## src/rtl/depth_test_sequencer_if.sv

```systemverilog
// Bus bundle between the depth test sequencer and its neighbours: upstream
// fragment stream, depth-buffer start/done port, downstream colour-write
// stream, flush request and status. slave = sequencer side, master = the
// surrounding pipeline.
interface depth_test_sequencer_if #(
  parameter int X_RES        = 4,
  parameter int Y_RES        = 4,
  parameter int X_PIXEL_SIZE = $clog2(X_RES),
  parameter int Y_PIXEL_SIZE = $clog2(Y_RES),
  parameter int Z_SIZE       = 8,
  parameter int COLOR_SIZE   = 16,
  parameter int CNT_SIZE     = 16
);
  // upstream fragment stream
  logic                    frag_valid_i;
  logic                    frag_ready_o;
  logic [X_PIXEL_SIZE-1:0] frag_x_i;
  logic [Y_PIXEL_SIZE-1:0] frag_y_i;
  logic [Z_SIZE-1:0]       frag_z_i;
  logic [COLOR_SIZE-1:0]   frag_color_i;
  logic                    flush_req_i;
  // depth-buffer unit port
  logic                    zt_start_o;
  logic                    zt_flush_o;
  logic [X_PIXEL_SIZE-1:0] zt_pixel_x_o;
  logic [Y_PIXEL_SIZE-1:0] zt_pixel_y_o;
  logic [Z_SIZE-1:0]       zt_pixel_z_o;
  logic                    zt_done_i;
  logic                    zt_depth_pass_i;
  // downstream passed-fragment stream
  logic                    out_valid_o;
  logic                    out_ready_i;
  logic [X_PIXEL_SIZE-1:0] out_x_o;
  logic [Y_PIXEL_SIZE-1:0] out_y_o;
  logic [COLOR_SIZE-1:0]   out_color_o;
  // status
  logic [CNT_SIZE-1:0]     pass_count_o;
  logic [CNT_SIZE-1:0]     kill_count_o;
  logic                    flush_busy_o;
  logic                    idle_o;

  modport slave (
    input  frag_valid_i, frag_x_i, frag_y_i, frag_z_i, frag_color_i, flush_req_i,
    input  zt_done_i, zt_depth_pass_i, out_ready_i,
    output frag_ready_o, zt_start_o, zt_flush_o, zt_pixel_x_o, zt_pixel_y_o, zt_pixel_z_o,
    output out_valid_o, out_x_o, out_y_o, out_color_o,
    output pass_count_o, kill_count_o, flush_busy_o, idle_o
  );

  modport master (
    output frag_valid_i, frag_x_i, frag_y_i, frag_z_i, frag_color_i, flush_req_i,
    output zt_done_i, zt_depth_pass_i, out_ready_i,
    input  frag_ready_o, zt_start_o, zt_flush_o, zt_pixel_x_o, zt_pixel_y_o, zt_pixel_z_o,
    input  out_valid_o, out_x_o, out_y_o, out_color_o,
    input  pass_count_o, kill_count_o, flush_busy_o, idle_o
  );
endinterface

```

## src/rtl/depth_test_sequencer.sv

```systemverilog
// Issues one depth test at a time to the depth-buffer unit, forwards passing
// fragments downstream, drops and counts failing ones, and slots depth-buffer
// flushes in between fragments (flush wins over a waiting fragment).
module depth_test_sequencer #(
  parameter int X_RES        = 4,
  parameter int Y_RES        = 4,
  parameter int X_PIXEL_SIZE = $clog2(X_RES),
  parameter int Y_PIXEL_SIZE = $clog2(Y_RES),
  parameter int Z_SIZE       = 8,
  parameter int COLOR_SIZE   = 16,
  parameter int CNT_SIZE     = 16
) (
  input  logic                   clk_i,
  input  logic                   rst_i,
  depth_test_sequencer_if.slave  bus
);

  typedef enum logic [2:0] {
    IDLE, ISSUE, WAIT, EMIT, FLUSH_ISSUE, FLUSH_WAIT
  } state_t;

  state_t                  state;
  logic                    pend;
  logic [X_PIXEL_SIZE-1:0] x_q;
  logic [Y_PIXEL_SIZE-1:0] y_q;
  logic [Z_SIZE-1:0]       z_q;
  logic [COLOR_SIZE-1:0]   color_q;
  logic                    start_q, flush_q, out_valid_q, busy_q, idle_q;
  logic [CNT_SIZE-1:0]     pass_cnt, kill_cnt;
  logic                    busy_nxt, idle_nxt;

  // Only combinational output; held low during reset so nothing is taken.
  assign bus.frag_ready_o = (state == IDLE) && !pend && !rst_i;

  // Busy next cycle if a flush is (or becomes) pending or the flush is still
  // in flight; a pending flag always leads into FLUSH_ISSUE from IDLE.
  assign busy_nxt = bus.flush_req_i || pend || (state == FLUSH_ISSUE) ||
                    ((state == FLUSH_WAIT) && !bus.zt_done_i);

  // Idle next cycle when the FSM lands in (or stays in) IDLE with nothing pending.
  assign idle_nxt = !bus.flush_req_i && !pend &&
                    (((state == IDLE) && !bus.frag_valid_i) ||
                     ((state == WAIT) && bus.zt_done_i && !bus.zt_depth_pass_i) ||
                     ((state == EMIT) && bus.out_ready_i) ||
                     ((state == FLUSH_WAIT) && bus.zt_done_i));

  // Sequencer FSM with registered outputs and saturating statistics.
  always_ff @(posedge clk_i) begin
    if (rst_i) begin
      state       <= IDLE;
      pend        <= 1'b0;
      x_q         <= '0;
      y_q         <= '0;
      z_q         <= '0;
      color_q     <= '0;
      start_q     <= 1'b0;
      flush_q     <= 1'b0;
      out_valid_q <= 1'b0;
      busy_q      <= 1'b0;
      idle_q      <= 1'b1;
      pass_cnt    <= '0;
      kill_cnt    <= '0;
    end else begin
      // A new request in the same cycle as the IDLE->FLUSH_ISSUE clear survives.
      pend    <= bus.flush_req_i || (pend && (state != IDLE));
      busy_q  <= busy_nxt;
      idle_q  <= idle_nxt;
      start_q <= 1'b0;
      flush_q <= 1'b0;
      case (state)
        IDLE: begin
          if (pend) begin
            state   <= FLUSH_ISSUE;
            start_q <= 1'b1;
            flush_q <= 1'b1;
          end else if (bus.frag_valid_i) begin
            x_q     <= bus.frag_x_i;
            y_q     <= bus.frag_y_i;
            z_q     <= bus.frag_z_i;
            color_q <= bus.frag_color_i;
            start_q <= 1'b1;
            state   <= ISSUE;
          end
        end
        ISSUE: state <= WAIT;
        WAIT: begin
          if (bus.zt_done_i) begin
            if (bus.zt_depth_pass_i) begin
              out_valid_q <= 1'b1;
              state       <= EMIT;
            end else begin
              if (~&kill_cnt) kill_cnt <= kill_cnt + 1'b1;
              state <= IDLE;
            end
          end
        end
        EMIT: begin
          if (bus.out_ready_i) begin
            out_valid_q <= 1'b0;
            if (~&pass_cnt) pass_cnt <= pass_cnt + 1'b1;
            state <= IDLE;
          end
        end
        FLUSH_ISSUE: state <= FLUSH_WAIT;
        FLUSH_WAIT: if (bus.zt_done_i) state <= IDLE;
        default: state <= IDLE;
      endcase
    end
  end

  assign bus.zt_start_o   = start_q;
  assign bus.zt_flush_o   = flush_q;
  assign bus.zt_pixel_x_o = x_q;
  assign bus.zt_pixel_y_o = y_q;
  assign bus.zt_pixel_z_o = z_q;
  assign bus.out_valid_o  = out_valid_q;
  assign bus.out_x_o      = x_q;
  assign bus.out_y_o      = y_q;
  assign bus.out_color_o  = color_q;
  assign bus.pass_count_o = pass_cnt;
  assign bus.kill_count_o = kill_cnt;
  assign bus.flush_busy_o = busy_q;
  assign bus.idle_o       = idle_q;

endmodule

```

## src/flat_wrapper.sv

```systemverilog
// flat-port wrapper written by rule: the top's interface ports become plain ports
module depth_test_sequencer_flat 
#(
  parameter int X_RES        = 4,
  parameter int Y_RES        = 4,
  parameter int X_PIXEL_SIZE = $clog2(X_RES),
  parameter int Y_PIXEL_SIZE = $clog2(Y_RES),
  parameter int Z_SIZE       = 8,
  parameter int COLOR_SIZE   = 16,
  parameter int CNT_SIZE     = 16
)
  (clk_i, rst_i, bus_frag_valid_i, bus_frag_x_i, bus_frag_y_i, bus_frag_z_i, bus_frag_color_i, bus_flush_req_i, bus_zt_done_i, bus_zt_depth_pass_i, bus_out_ready_i, bus_frag_ready_o, bus_zt_start_o, bus_zt_flush_o, bus_zt_pixel_x_o, bus_zt_pixel_y_o, bus_zt_pixel_z_o, bus_out_valid_o, bus_out_x_o, bus_out_y_o, bus_out_color_o, bus_pass_count_o, bus_kill_count_o, bus_flush_busy_o, bus_idle_o);
  depth_test_sequencer_if #(.X_RES(X_RES), .Y_RES(Y_RES), .X_PIXEL_SIZE(X_PIXEL_SIZE), .Y_PIXEL_SIZE(Y_PIXEL_SIZE), .Z_SIZE(Z_SIZE), .COLOR_SIZE(COLOR_SIZE), .CNT_SIZE(CNT_SIZE)) bus_i ();
  input  logic clk_i;
  input  logic rst_i;
  input wire logic [$bits(bus_i.frag_valid_i)-1:0] bus_frag_valid_i;
  input wire logic [$bits(bus_i.frag_x_i)-1:0] bus_frag_x_i;
  input wire logic [$bits(bus_i.frag_y_i)-1:0] bus_frag_y_i;
  input wire logic [$bits(bus_i.frag_z_i)-1:0] bus_frag_z_i;
  input wire logic [$bits(bus_i.frag_color_i)-1:0] bus_frag_color_i;
  input wire logic [$bits(bus_i.flush_req_i)-1:0] bus_flush_req_i;
  input wire logic [$bits(bus_i.zt_done_i)-1:0] bus_zt_done_i;
  input wire logic [$bits(bus_i.zt_depth_pass_i)-1:0] bus_zt_depth_pass_i;
  input wire logic [$bits(bus_i.out_ready_i)-1:0] bus_out_ready_i;
  output wire logic [$bits(bus_i.frag_ready_o)-1:0] bus_frag_ready_o;
  output wire logic [$bits(bus_i.zt_start_o)-1:0] bus_zt_start_o;
  output wire logic [$bits(bus_i.zt_flush_o)-1:0] bus_zt_flush_o;
  output wire logic [$bits(bus_i.zt_pixel_x_o)-1:0] bus_zt_pixel_x_o;
  output wire logic [$bits(bus_i.zt_pixel_y_o)-1:0] bus_zt_pixel_y_o;
  output wire logic [$bits(bus_i.zt_pixel_z_o)-1:0] bus_zt_pixel_z_o;
  output wire logic [$bits(bus_i.out_valid_o)-1:0] bus_out_valid_o;
  output wire logic [$bits(bus_i.out_x_o)-1:0] bus_out_x_o;
  output wire logic [$bits(bus_i.out_y_o)-1:0] bus_out_y_o;
  output wire logic [$bits(bus_i.out_color_o)-1:0] bus_out_color_o;
  output wire logic [$bits(bus_i.pass_count_o)-1:0] bus_pass_count_o;
  output wire logic [$bits(bus_i.kill_count_o)-1:0] bus_kill_count_o;
  output wire logic [$bits(bus_i.flush_busy_o)-1:0] bus_flush_busy_o;
  output wire logic [$bits(bus_i.idle_o)-1:0] bus_idle_o;
  assign bus_i.frag_valid_i = bus_frag_valid_i;
  assign bus_i.frag_x_i = bus_frag_x_i;
  assign bus_i.frag_y_i = bus_frag_y_i;
  assign bus_i.frag_z_i = bus_frag_z_i;
  assign bus_i.frag_color_i = bus_frag_color_i;
  assign bus_i.flush_req_i = bus_flush_req_i;
  assign bus_i.zt_done_i = bus_zt_done_i;
  assign bus_i.zt_depth_pass_i = bus_zt_depth_pass_i;
  assign bus_i.out_ready_i = bus_out_ready_i;
  assign bus_frag_ready_o = bus_i.frag_ready_o;
  assign bus_zt_start_o = bus_i.zt_start_o;
  assign bus_zt_flush_o = bus_i.zt_flush_o;
  assign bus_zt_pixel_x_o = bus_i.zt_pixel_x_o;
  assign bus_zt_pixel_y_o = bus_i.zt_pixel_y_o;
  assign bus_zt_pixel_z_o = bus_i.zt_pixel_z_o;
  assign bus_out_valid_o = bus_i.out_valid_o;
  assign bus_out_x_o = bus_i.out_x_o;
  assign bus_out_y_o = bus_i.out_y_o;
  assign bus_out_color_o = bus_i.out_color_o;
  assign bus_pass_count_o = bus_i.pass_count_o;
  assign bus_kill_count_o = bus_i.kill_count_o;
  assign bus_flush_busy_o = bus_i.flush_busy_o;
  assign bus_idle_o = bus_i.idle_o;
  depth_test_sequencer #(.X_RES(X_RES), .Y_RES(Y_RES), .X_PIXEL_SIZE(X_PIXEL_SIZE), .Y_PIXEL_SIZE(Y_PIXEL_SIZE), .Z_SIZE(Z_SIZE), .COLOR_SIZE(COLOR_SIZE), .CNT_SIZE(CNT_SIZE)) u_core (.clk_i(clk_i), .rst_i(rst_i), .bus(bus_i));
endmodule
```

## config.mk

```make
export PLATFORM = sky130hd
export DESIGN_NAME = depth_test_sequencer_flat
export DESIGN_NICKNAME = d
export VERILOG_FILES = /design/src/rtl/depth_test_sequencer_if.sv /design/src/rtl/depth_test_sequencer.sv /design/src/flat_wrapper.sv
export SDC_FILE = /design/constraint.sdc
export NUM_CORES = 1
export LEC_CHECK = 0
export ABC_AREA = 1
export BUFFER_PORTS_ARGS = -buffer_cell sky130_fd_sc_hd__buf_2
export CAP_MARGIN = 15
export CORE_MARGIN = 2
export CORE_UTILIZATION = 45
export CTS_CLUSTER_DIAMETER = 80
export DETAILED_ROUTE_END_ITERATION = 8
export PLACE_DENSITY = 0.72
export SYNTH_ARGS = -nofsm -noshare
export SYNTH_HDL_FRONTEND = slang
export SYNTH_SLANG_ARGS = --single-unit
```

## constraint.sdc

```tcl
create_clock -name clk_i -period 4 [get_ports clk_i]
set_input_delay 1.2 -clock clk_i [delete_from_list [all_inputs] [get_ports clk_i]]
set_output_delay 1.2 -clock clk_i [all_outputs]
set_load 0.1 [all_outputs]
```

==> results.json <==
{
  "num_rows": 31,
  "cts_buffer_depth": 2,
  "seq_area_frac_synth": 0.422,
  "gp_congestion": 0.793,
  "dp_hpwl_mm": 5.27,
  "regToRegSetupSlack_ps": 1990,
  "ir_worst_vdd_mv": 0.547,
  "die_w_um": 89.3,
  "final_cell_mix": "nor2_1 (120), nand2_1 (103), buf_2 (103)",
  "area_delta_synth_final_pct": 23.4,
  "utilization": 0.565,
  "yosysTopAreaCellShare": 0.422,
  "core_area_um2": 7140,
  "min_period_ps": 2990,
  "final-hold-violation-count": 0,
  "finalPower_mw": 2.88,
  "grt-ovfl-total": 0,
  "grt_pass1_wl_mm": 12.3,
  "drt-total-wl_mm": 7.51,
  "status": "finished, final reports clean",
  "nNetsFinal": 616,
  "p_per_area_nw_per_um2": 714,
  "holdPathEnd": "u_core.bus.out_valid_o$_SDFFE_PP0P_",
  "io_buffers": 104,
  "die-area_um2": 7970,
  "drtAntennaViolNets": 0,
  "drv_cap": 0,
  "ys_types": 27,
  "grt_use_total": 0.198,
  "rsz0062_at_grt": "false",
  "dpl_cell_area_um2": 3810,
  "start_util": 0.458,
  "avgRoutedWirePerCell_um": 11.0,
  "crit_type": "in -> out",
  "relSlewSlack": 0.490,
  "final-instance-count-excl-fill": 683,
  "die_h_um": 89.3,
  "drtIter0Drc": 132,
  "drt-vias-per-instance": 4.79,
  "cts_max_level": 3,
  "cts_tree": "built",
  "drc": 0,
  "holdWs_ps": 511,
  "reg2reg_to": "u_core.bus.kill_count_o[15]$_SDFFE_PP0P_",
  "finalCritPeriodShare": 0.747,
  "numCtsBuffers": 9,
  "clockRootBuffer": "clkbuf_8",
  "slew_viol_final": 0,
  "whs_path_depth": 2,
  "clock_latency_ps": 340,
  "required_ps": 2800,
  "synth_area_leaders": "dfxtp_1 (42%), nor2_1 (14%), nand2_1 (12%), nand3_1 (4.9%), o21ai_0 (4.3%)",
  "path_cells": "buf_2 -> inv_1 -> nand2_1 -> nor2_2 -> buf_12",
  "fillers": 712,
  "synth_cells": 482,
  "clock_sinks": 69,
  "finClkSkew_ps": 7.38,
  "worstHoldPathType": "reg -> reg",
  "crit_buf_inv": 3,
  "netlist_area_um2": 3270,
  "endpoint_kind": "primary output",
  "post-cts-setup-buffers": 0,
  "syn-mean-instance-area_um2": 6.79,
  "firstDrtPassIters": 4,
  "dp_cells": 667,
  "min_from": "u_core.bus.out_valid_o$_SDFFE_PP0P_",
  "path_clk_slew_ps": 70,
  "mostFrequentLayoutCell": "nor2_1",
  "r2r-start": "u_core.bus.kill_count_o[0]$_SDFFE_PP0P_",
  "yosysTopAreaCell": "dfxtp_1",
  "ys_warn_count": 0,
  "cp_data_arrival_time_ps": 1790,
  "finalSetupTns_ps": 0,
  "cts_resized": 0,
  "finalWorstSetupSlack_ps": 1010,
  "synth.ff_latch_count": 69,
  "vias": 3271,
  "antennaDiodeCount": 0,
  "tightest_slew_ps": 764,
  "grt_max_degree": 48,
  "grt_pass1_vias": 2857,
  "power.leakage_nw": 1.90,
  "worstPathMaxFanout": 3,
  "reg2regPathDepth": 9,
  "dp_slack_ps": 1010,
  "start_kind": "input port",
  "io-pin-count": 105,
  "slowest_stage": "buf_12",
  "fmax_mhz": 335,
  "antenna_found_initial": 0,
  "drive_gt1_frac": 0.243,
  "stdcell_area_um2": 4040,
  "ctsHoldBuffers": 0,
  "synth_nets": 519,
  "cpLargestDelayFamily": "buffers and inverters",
  "max_stage_delay_ps": 190,
  "setup_viol": 0
}
-- how the worst max path moves through the flow --
| stage | startpoint | end | slack, ps | depth (start not counted) |
|---|---|---|---|---|
| floorplan | rst_i | bus_frag_ready_o | 400 | 4 |
| global placement | rst_i | bus_frag_ready_o | 1030 | 5 |
| detailed placement | rst_i | bus_frag_ready_o | 1010 | 5 |
| CTS | rst_i | bus_frag_ready_o | 1000 | 5 |
| global route | rst_i | bus_frag_ready_o | 970 | 5 |
| finish | rst_i | bus_frag_ready_o | 1010 | 5 |
-- per-layer routing --
metal / wire, um / global-route usage
met1: 3540 / 0.253
met2: 3400 / 0.311
met3: 462 / 0.0646
met4: 112 / 0.0760
met5: 0 / 0
-- area by class of cell --
cell class	count	area [um^2]	share of cell area
Clock buffer	10	138	0.0341
Timing Repair Buffer	107	558	0.138
Inverter	36	135	0.0335
Sequential cell	69	1380	0.342
Clock inverter	6	86.3	0.0214
Tap cell	99	124	0.0307
Multi-Input combinational cell	356	1610	0.400
-- state kept, by name, indices dropped and copies added (netlist names) --
| signal | flops |
|---|---|
| u_core.bus.out_valid_o | 1 |
| u_core.pend | 1 |
| u_core.bus.pass_count_o | 16 |
| u_core.bus.out_color_o | 16 |
| u_core.bus.idle_o | 1 |
| u_core.bus.zt_pixel_z_o | 8 |
| u_core.bus.zt_start_o | 1 |
| u_core.state | 3 |
| u_core.bus.zt_flush_o | 1 |
| u_core.bus.out_y_o | 2 |
| u_core.bus.kill_count_o | 16 |
| u_core.bus.out_x_o | 2 |
| u_core.bus.flush_busy_o | 1 |
-- Yosys cell counts, drive strengths merged --
master and count:
a21oi 27, a31oi 2, buf 15, clkbuf 6
dfxtp 69, ha 2, inv 36, nand2 108
nand3 32, nand3b 1, nand4 10, nor2 127
nor3 5, o21ai 33, xnor2 2, xor2 7
-- tightest hold or removal path, cell delays in order (launching register included) --
cell and delay [ps]:
dfxtp_1 330, nor2_1 100, nor2_1 40
-- cells by family (layout without fill, tap and decap cells) --
logic type               after synthesis  count (layout)  share of synthesized area
AO/OA/AOI/OAI                         62              62                     0.0979
AND/OR/NAND/NOR                      283             283                      0.363
buffers and inverters                 57             159                     0.0853
adder cells (fa/ha/maj)                2               2                    0.00765
flip-flops                            69              69                      0.422
XOR/XNOR                               9               9                     0.0241
-- where the power goes --
part	internal [mW]	switching (mW)
logic	0.210	1.15
clock network	0.367	0.270
registers	0.805	0.0791
total	1.38	1.50
Power figures use the tool's default switching activity.
